--- config.mk ---
export PLATFORM = sky130hd
export DESIGN_NAME = vga_sprite_pixel_gen_flat
export DESIGN_NICKNAME = d
export VERILOG_FILES = /design/src/rtl/vga_sprite_pixel_gen_if.sv /design/src/rtl/vga_sprite_pixel_gen.sv /design/src/flat_wrapper.sv
export SDC_FILE = /design/constraint.sdc
export NUM_CORES = 1
export LEC_CHECK = 0
export BUFFER_PORTS_ARGS = -buffer_cell sky130_fd_sc_hd__buf_2
export CORE_MARGIN = 10
export CORE_UTILIZATION = 40
export DETAILED_ROUTE_END_ITERATION = 10
export GPL_TIMING_DRIVEN = 1
export MAX_ROUTING_LAYER = met4
export PLACE_DENSITY = 0.68
export SLEW_MARGIN = 20
export SYNTH_ARGS = -nofsm -noshare
export SYNTH_HDL_FRONTEND = slang
export SYNTH_SLANG_ARGS = --single-unit
--- constraint.sdc ---
create_clock -name clk -period 3.3 [get_ports clk]
set_input_delay 0.33 -clock clk [delete_from_list [all_inputs] [get_ports clk]]
set_output_delay 0.33 -clock clk [all_outputs]
set_load 0.03 [all_outputs]
--- src/rtl/vga_sprite_pixel_gen_if.sv ---
// Sprite position update channel (valid/ready) between a position source and vga_sprite_pixel_gen.
// The mirror request exists only when SPRITE_MIRROR_EN is defined.
interface vga_sprite_pixel_gen_if;
    logic [9:0] pos_x;
    logic [9:0] pos_y;
    logic       pos_valid;
    logic       pos_ready;
`ifdef SPRITE_MIRROR_EN
    logic       mirror;

    modport master (output pos_x, output pos_y, output pos_valid, output mirror, input pos_ready);
    modport slave  (input pos_x, input pos_y, input pos_valid, input mirror, output pos_ready);
`else
    modport master (output pos_x, output pos_y, output pos_valid, input pos_ready);
    modport slave  (input pos_x, input pos_y, input pos_valid, output pos_ready);
`endif
endinterface

--- src/rtl/vga_sprite_pixel_gen.sv ---
// Composites one ROM-backed sprite over a solid background, 2-cycle aligned with the syncs.
// Optional horizontal flip is enabled by defining SPRITE_MIRROR_EN.
module vga_sprite_pixel_gen #(
    parameter int unsigned       SPRITE_W    = 16,
    parameter int unsigned       SPRITE_H    = 16,
    parameter int unsigned       ADDR_W      = 8,
    parameter int unsigned       RGB_W       = 12,
    parameter logic [RGB_W-1:0]  TRANSPARENT = 12'hF0F,
    parameter logic [RGB_W-1:0]  BG_COLOR    = 12'h000
) (
    input  logic                 clk,
    input  logic                 reset,
    input  logic [9:0]           x_i,
    input  logic [9:0]           y_i,
    input  logic                 video_on_i,
    input  logic                 hsync_in_i,
    input  logic                 vsync_in_i,
    vga_sprite_pixel_gen_if.slave pos,
    output logic [ADDR_W-1:0]    rom_addr_o,
    input  logic [RGB_W-1:0]     rom_data_i,
    output logic [RGB_W-1:0]     rgb_o,
    output logic                 hsync_o,
    output logic                 vsync_o,
    output logic                 frame_tick_o
);
    localparam int unsigned CX_W     = $clog2(SPRITE_W);
    localparam int unsigned EXT_W    = 11;
    localparam logic [9:0]  HIDE_X   = 10'd640;
    localparam logic [9:0]  HIDE_Y   = 10'd480;
    localparam logic [9:0]  BOUND_Y  = 10'd480;

    logic [9:0]       sx_q, sx_d, sy_q, sy_d;
    logic [9:0]       ax_q, ax_d, ay_q, ay_d;
    logic             pending_q, pending_d;
    logic             tick_q, tick_d;
    logic             hit1_q, hit1_d, von1_q, von1_d, hs1_q, hs1_d, vs1_q, vs1_d;
    logic [RGB_W-1:0] rgb_q, rgb_d;
    logic             hsync_q, hsync_d, vsync_q, vsync_d;
`ifdef SPRITE_MIRROR_EN
    logic             mirror_s_q, mirror_s_d, mirror_a_q, mirror_a_d;
`endif

    logic                  accept;
    logic                  boundary;
    logic                  hit;
    logic [EXT_W-1:0]      x_e, y_e, ax_e, ay_e, dy;
    logic [CX_W-1:0]       cx, cx_sel;
    logic [EXT_W+CX_W-1:0] addr_full;

    // Hit test in 11-bit zero-extended space so a sprite near the edge never wraps.
    always_comb begin
        x_e  = {1'b0, x_i};
        y_e  = {1'b0, y_i};
        ax_e = {1'b0, ax_q};
        ay_e = {1'b0, ay_q};
        hit  = (x_e >= ax_e) && (x_e < ax_e + EXT_W'(SPRITE_W)) &&
               (y_e >= ay_e) && (y_e < ay_e + EXT_W'(SPRITE_H));
        cx   = CX_W'(x_e - ax_e);
        dy   = y_e - ay_e;
`ifdef SPRITE_MIRROR_EN
        cx_sel = mirror_a_q ? (CX_W'(SPRITE_W - 1) - cx) : cx;
`else
        cx_sel = cx;
`endif
        addr_full  = {dy, cx_sel};
        rom_addr_o = hit ? ADDR_W'(addr_full) : '0;
    end

    assign accept         = pos.pos_valid & ~pending_q;
    assign boundary       = (x_i == 10'd0) && (y_i == BOUND_Y);
    assign pos.pos_ready  = ~pending_q;
    assign rgb_o          = rgb_q;
    assign hsync_o        = hsync_q;
    assign vsync_o        = vsync_q;
    assign frame_tick_o   = tick_q;

    // Next-state: shadow/active position handoff and the two pipeline stages.
    always_comb begin
        sx_d      = sx_q;
        sy_d      = sy_q;
        ax_d      = ax_q;
        ay_d      = ay_q;
        pending_d = pending_q;
        tick_d    = 1'b0;
`ifdef SPRITE_MIRROR_EN
        mirror_s_d = mirror_s_q;
        mirror_a_d = mirror_a_q;
`endif
        if (accept) begin
            sx_d      = pos.pos_x;
            sy_d      = pos.pos_y;
            pending_d = 1'b1;
`ifdef SPRITE_MIRROR_EN
            mirror_s_d = pos.mirror;
`endif
        end else if (boundary && pending_q) begin
            ax_d      = sx_q;
            ay_d      = sy_q;
            pending_d = 1'b0;
            tick_d    = 1'b1;
`ifdef SPRITE_MIRROR_EN
            mirror_a_d = mirror_s_q;
`endif
        end

        hit1_d = hit;
        von1_d = video_on_i;
        hs1_d  = hsync_in_i;
        vs1_d  = vsync_in_i;

        if (!von1_q)
            rgb_d = '0;
        else if (hit1_q && (rom_data_i != TRANSPARENT))
            rgb_d = rom_data_i;
        else
            rgb_d = BG_COLOR;
        hsync_d = hs1_q;
        vsync_d = vs1_q;
    end

    always_ff @(posedge clk or posedge reset) begin
        if (reset) begin
            sx_q      <= '0;
            sy_q      <= '0;
            ax_q      <= HIDE_X;
            ay_q      <= HIDE_Y;
            pending_q <= 1'b0;
            tick_q    <= 1'b0;
            hit1_q    <= 1'b0;
            von1_q    <= 1'b0;
            hs1_q     <= 1'b1;
            vs1_q     <= 1'b1;
            rgb_q     <= '0;
            hsync_q   <= 1'b1;
            vsync_q   <= 1'b1;
`ifdef SPRITE_MIRROR_EN
            mirror_s_q <= 1'b0;
            mirror_a_q <= 1'b0;
`endif
        end else begin
            sx_q      <= sx_d;
            sy_q      <= sy_d;
            ax_q      <= ax_d;
            ay_q      <= ay_d;
            pending_q <= pending_d;
            tick_q    <= tick_d;
            hit1_q    <= hit1_d;
            von1_q    <= von1_d;
            hs1_q     <= hs1_d;
            vs1_q     <= vs1_d;
            rgb_q     <= rgb_d;
            hsync_q   <= hsync_d;
            vsync_q   <= vsync_d;
`ifdef SPRITE_MIRROR_EN
            mirror_s_q <= mirror_s_d;
            mirror_a_q <= mirror_a_d;
`endif
        end
    end
endmodule

--- src/flat_wrapper.sv ---
// flat-port wrapper written by rule: the top's interface ports become plain ports
module vga_sprite_pixel_gen_flat 
#(
    parameter int unsigned       SPRITE_W    = 16,
    parameter int unsigned       SPRITE_H    = 16,
    parameter int unsigned       ADDR_W      = 8,
    parameter int unsigned       RGB_W       = 12,
    parameter logic [RGB_W-1:0]  TRANSPARENT = 12'hF0F,
    parameter logic [RGB_W-1:0]  BG_COLOR    = 12'h000
)
  (clk, reset, x_i, y_i, video_on_i, hsync_in_i, vsync_in_i, rom_addr_o, rom_data_i, rgb_o, hsync_o, vsync_o, frame_tick_o, pos_pos_x, pos_pos_y, pos_pos_valid, pos_pos_ready);
  vga_sprite_pixel_gen_if pos_i ();
  input  logic clk;
  input  logic reset;
  input  logic [9:0] x_i;
  input  logic [9:0] y_i;
  input  logic video_on_i;
  input  logic hsync_in_i;
  input  logic vsync_in_i;
  output logic [ADDR_W-1:0] rom_addr_o;
  input  logic [RGB_W-1:0] rom_data_i;
  output logic [RGB_W-1:0] rgb_o;
  output logic hsync_o;
  output logic vsync_o;
  output logic frame_tick_o;
  input wire logic [$bits(pos_i.pos_x)-1:0] pos_pos_x;
  input wire logic [$bits(pos_i.pos_y)-1:0] pos_pos_y;
  input wire logic [$bits(pos_i.pos_valid)-1:0] pos_pos_valid;
  output wire logic [$bits(pos_i.pos_ready)-1:0] pos_pos_ready;
  assign pos_i.pos_x = pos_pos_x;
  assign pos_i.pos_y = pos_pos_y;
  assign pos_i.pos_valid = pos_pos_valid;
  assign pos_pos_ready = pos_i.pos_ready;
  vga_sprite_pixel_gen #(.SPRITE_W(SPRITE_W), .SPRITE_H(SPRITE_H), .ADDR_W(ADDR_W), .RGB_W(RGB_W), .TRANSPARENT(TRANSPARENT), .BG_COLOR(BG_COLOR)) u_core (.clk(clk), .reset(reset), .x_i(x_i), .y_i(y_i), .video_on_i(video_on_i), .hsync_in_i(hsync_in_i), .vsync_in_i(vsync_in_i), .pos(pos_i), .rom_addr_o(rom_addr_o), .rom_data_i(rom_data_i), .rgb_o(rgb_o), .hsync_o(hsync_o), .vsync_o(vsync_o), .frame_tick_o(frame_tick_o));
endmodule
# Word level (Yosys, flattened, before mapping)
# Index checks and enable logic that the tools add are counted.
[op_classes]
shifts = 0
reduce_logical = 9
bitwise_logic = 3
magnitude_cmp = 4
n_mux = 7
addsub = 4
multipliers = 0
div = 0
eq_ne = 2
[op_table]
columns = ["op", "n"]
rows = [
  ["two-way mux 12 bit", 2],
  ["adder 10 x 5 -> 11 bit, second input constant", 2],
  ["< comparator 10 x 11 -> 1 bit", 2],
  [">= comparator 10 bit", 2],
  ["inequality test 12 bit, second input constant", 1],
  ["equality test 10 x 9 -> 1 bit, second input constant", 1],
  ["logical NOT 10 bit", 1],
  ["two-way mux 8 bit", 1],
  ["subtractor 4 bit", 2],
  ["logical AND 1 bit", 6],
  ["two-way mux 1 bit", 4],
  ["inverter 1 bit", 2],
  ["AND reduction 2 bit", 1],
  ["nonzero test 2 bit", 1],
  ["bitwise AND 1 bit", 1],
]
[word_totals]
regBits = 60
n_memories = 0
wordCells = 42
mem_bits_rw = 0
romBits = 0
latchBits = 0
input_bits = 58

# Depth between registers and ports, before layout
[depth]
word_depth = 6
depth_mapped = 9
ltp_nobuf = 9

# Worst setup path after synthesis
# No wires, ideal clock.
[synth_timing]
path_type = "register to output"
startpoint = "register u_core.ay_q[5]"
endpoint = "output rom_addr_o[3]"
path_buffers = 0
required_ns = 2.970
setup_slack_ns = 0.377
t_arrival_ns = 2.593
path_stages_with_launch = 10
path_cell_list = "dfstp_2 ha_1 and3_1 xnor2_1 ha_1 a21o_1 a21oi_1 o22a_2 nand2_2 a2111oi_2"
[synth_via]
elab_chain_cells = 4
word_cells_on_any_way = 6
classes_between = "1 x add/sub; 2 x order compare; 1 x mux; 2 x reduce/logical"
[synth_rtl]
columns = ["element", "line_no", "text"]
rows = [
  ["from (decl)", "vga_sprite_pixel_gen.sv:33", "logic [9:0] ax_q, ax_d, ay_q, ay_d;"],
  ["from (signal assigned)", "vga_sprite_pixel_gen.sv:144", "ay_q <= ay_d;"],
  ["adder 10 x 5 -> 11 bit / >= comparator 10 bit (equally long branches)", "vga_sprite_pixel_gen.sv:57", "(y_e >= ay_e) && (y_e < ay_e + EXT_W'(SPRITE_H));"],
  ["< comparator 10 x 11 -> 1 bit / logical AND 1 bit (equally long branches)", "vga_sprite_pixel_gen.sv:57, vga_sprite_pixel_gen.sv:56", ""],
  ["logical AND 1 bit (*)", "vga_sprite_pixel_gen.sv:57", ""],
  ["two-way mux 8 bit (*)", "vga_sprite_pixel_gen.sv:66", "rom_addr_o = hit ? ADDR_W'(addr_full) : '0;"],
  ["to (decl)", "flat_wrapper.sv:20", "output logic [ADDR_W-1:0] rom_addr_o;"],
]
# Mark *: on every way between the ends. The rest lies on a longest branch, timed or not.

# Worst setup path after layout
[layout_timing]
startpoint = "register u_core.ax_q[4]"
endpoint = "output rom_addr_o[7]"
[layout_via]
elab_chain_cells = 6
word_cells_on_any_way = 7
classes_between = "1 x add/sub; 2 x order compare; 1 x mux; 3 x reduce/logical"
[layout_rtl]
columns = ["element", "line_no", "text"]
rows = [
  ["from (decl)", "vga_sprite_pixel_gen.sv:33", ""],
  ["from (signal assigned)", "vga_sprite_pixel_gen.sv:125", "ax_q <= HIDE_X;"],
  ["from (signal assigned)", "vga_sprite_pixel_gen.sv:143", "ax_q <= ax_d;"],
  ["adder 10 x 5 -> 11 bit", "vga_sprite_pixel_gen.sv:56", "hit = (x_e >= ax_e) && (x_e < ax_e + EXT_W'(SPRITE_W)) &&"],
  ["< comparator 10 x 11 -> 1 bit", "vga_sprite_pixel_gen.sv:56", ""],
  ["logical AND 1 bit (*) (2 in a row)", "vga_sprite_pixel_gen.sv:56", ""],
  ["logical AND 1 bit (*)", "vga_sprite_pixel_gen.sv:57", ""],
  ["two-way mux 8 bit (*)", "vga_sprite_pixel_gen.sv:66", ""],
]
# Marked as above.

==> results by group <==
Run status
  – Status: completed

Worst setup path
  – R2R Path Start: u_core.ax_q[7]
  – Req. time, crit path: around 3.0 ns
  – Setup Crit Path Kind: reg2out
  – CP Max Fanout: 9
  – R2R Path End: u_core.hit1_q
  – CP endpoint kind: output port
  – R2r setup slk: 1.02 ns
  – R2R cell count: 9
  – CP Launch Type: flop
  – WP data arrival: approximately 2.8 ns

Clocking
  – Root buf cell: clkbuf_8
  – CTS max path bufs: 2
  – Post-CTS setup buffers: 0
  – CTS HTree Levels: 3
  – Clock buffer count from CTS: 9
  – Clk_lat worst skew: between 0.3 and 0.4 ns
  – Clock sink count: 60
  – CTS tree: yes
  – Clock slew at reported path FFs: 0.07 ns
  – Hold buffers post-CTS: 0

Timing
  – Final WS setup: roughly 0.16 ns
  – Final setup violation count: 0
  – Slew HR: 0.398
  – Max Fclk: 318 MHz
  – Slew Limit Fails: 0
  – Tcrit/Tclk final: 0.952
  – Setup Skew: between 0.009 and 0.01 ns
  – Hold Worst Slack: a little under 0.08 ns
  – Worst Tran Pin Value: ~0.9 ns
  – Min cycle time layout: 3.14 ns
  – Fin. Hold Viols: 0

Synth
  – Dominant cells by area after synthesis: dfrtp_1 36%, ha_1 12%, mux2_4 8.2%
  – Distinct cells, synth: 49
  – Register bit total from synthesis: 60
  – Largest area contributor in the netlist: dfrtp_1
  – Ys async rst share: 1.00
  – Yosys top cell area share: 0.360
  – YS warnings: 0
  – Synth Instances: 281
  – Number of synthesized flops with an enable pin: 0
  – Post-Syn Area: 3470 sq um
  – Count leader, synth: dfrtp_1
  – Avg Inst Size Synth: ~12 sq um
  – Synth cell count leaders: 50 x dfrtp_1, 34 x ha_1, 26 x inv_1
  – Syn nets: approximately 380
  – Synth Flop Type: dfrtp_1
  – Sequential area share after synthesis: 0.436

Global routing
  – Largest net degree at the start of global routing: 33
  – Total track usage: 0.134
  – GRT overflow: 0
  – Vias in the first global route: 2791
  – Initial antenna violation count: 2
  – First-pass GRT wire length: 13.5 mm

Die
  – Core area: about 8300 sq um
  – Die extent in y: 113 um
  – DIE WIDTH: roughly 110 um
  – Initial core utilization: 0.416
  – IO Count: 82
  – Die area: around 13000 sq um
  – Row Count: 33

Power and ir drop
  – Peak supply drop: 0.274 mV
  – PwrDens: between 300 and 400 nW/um^2
  – Leak: just under 2 nW
  – Clk pwr share: 0.401
  – Comb power frac: 0.117
  – Internal power: 1.21 mW
  – P_sw: around 0.43 mW
  – Sw Share: 0.260
  – Seq pwr share: 0.482

Routing
  – Total Routed Length: roughly 8 mm
  – Vias per cell: about 5.1
  – DRC: 0
  – Drt initial violations: between 40 and 50
  – Antenna viol nets, final: 0
  – Drt wl/cell: 17.0 um
  – DR vias: 2444
  – First drt pass iteration count: 4

Placement
  – DP HPWL: approximately 6.5 mm
  – IO buf count: 81
  – GPL Wtd Cong: 0.841
  – Inst Count DP: approximately 470
  – Dpl ws: 0.312 ns

Final layout
  – Fin nets: approximately 470
  – Fraction of layout instances using a drive strength above 1: 0.455
  – Cell Count, Final, Fillers Out: 483
  – Area growth syn-to-layout: 22.0%

Worst hold path
  – Hold WC Path Type: in2async

Run
  – Max-cap viol count: 0
[per-layer routing]
metal / global-route usage / up-vias / share of wire
met5: - / - / 0
met4: 0.0406 / 0 / 0.0092
met3: 0.0481 / 8 / 0.059
met2: 0.208 / 69 / 0.46
met1: 0.160 / 1174 / 0.47
li1: - / 1193 / -
[area by class of cell]
cell class                 count  area, sq um
tap                          105          131
clock inverter                 6         63.8
sequential                    60         1510
fill                         779         4110
inverter                      27          101
clock buffer                  10          128
antenna                        2         5.00
timing repair buffer          84          433
multi-input combinational    189         1860
[worst max-delay path, stage by stage (launching register included)]
cell and delay, ns:
dfrtp_1 0.44, ha_1 0.30, inv_1 0.04, ha_1 0.27, a21o_1 0.18, a211o_2 0.34
o221ai_4 0.16, o211ai_4 0.19, a2111oi_4 0.33, buf_4 0.22
[metrics by stage]
| step | TNS (ns) | util | total power, mW | area (sq um) |
|---|---|---|---|---|
| after floorplan | 0 | - | 0.912 | 3470 |
| after global placement | 0 | 0.479 | 0.983 | 4000 |
| after detailed placement | 0 | 0.479 | 0.991 | 4000 |
| after CTS | 0 | 0.504 | 1.65 | 4200 |
| after global routing | -0.00617 | 0.508 | 1.71 | 4230 |
| final | 0 | 0.508 | 1.64 | 4230 |
[power groups by stage]
stage	Sequential [mW]	Clock [mW]	Combinational, mW
global placement	0.800	0	0.183
detailed placement	0.802	0	0.189
floorplan	0.801	0	0.111
CTS	0.788	0.671	0.192
global route	0.792	0.705	0.215
finish	0.788	0.656	0.192
[layout by cell type, fill, tap and decap left out, types with 5 or more instances in the layout]
cell / instances
xnor2_1: 10
dfrtp_1: 50
nor2_1: 10
buf_2: 79
dfstp_2: 10
inv_1: 25
nand3_1: 9
mux2_4: 19
ha_1: 34
nor3_1: 5
buf_4: 5
and2_1: 12
a21o_1: 5
mux2_2: 21
o21ai_0: 6
clkbuf_8: 9
a21oi_1: 7
[flip-flops by register name, summed over array words and instances (netlist names)]
signal	flops
u_core.pending_q	1
u_core.hsync_o	1
u_core.rgb_o	12
u_core.vs1_q	1
u_core.frame_tick_o	1
u_core.ay_q	10
u_core.ax_q	10
u_core.sy_q	10
u_core.vsync_o	1
u_core.hit1_q	1
u_core.sx_q	10
u_core.von1_q	1
u_core.hs1_q	1
[cells by family (layout without fill, tap and decap cells)]
| kind of cell | count (synthesis) | count (layout) | synth area share |
|---|---|---|---|
| XOR/XNOR | 10 | 10 | 0.0252 |
| AND/OR/NAND/NOR | 63 | 63 | 0.114 |
| buffers and inverters | 32 | 127 | 0.0389 |
| adder cells (fa/ha/maj) | 36 | 36 | 0.134 |
| multiplexers | 40 | 40 | 0.150 |
| AO/OA/AOI/OAI | 40 | 40 | 0.102 |
| flip-flops | 60 | 60 | 0.436 |
| other | 0 | 2 | 0 |
[worst max path at each step]
stage	to	slack, ns	startpoint
4_1_cts	rom_addr_o[3]	0.02	u_core.ay_q[5]
3_3_place_gp	rom_addr_o[3]	0.42	u_core.ay_q[5]
2_1_floorplan	rom_addr_o[3]	0.38	u_core.ay_q[5]
6_report	rom_addr_o[7]	0.16	u_core.ax_q[4]
3_5_place_dp	rom_addr_o[3]	0.31	u_core.ay_q[5]
5_1_grt	rom_addr_o[7]	-0.004	u_core.ax_q[4]
[what timing repair did]
action                     CTS  global route
setup endpoints to repair    1             4
pin swaps                    0             1
resized for setup            2             5
Note: power is estimated with default switching activity, not from simulation.
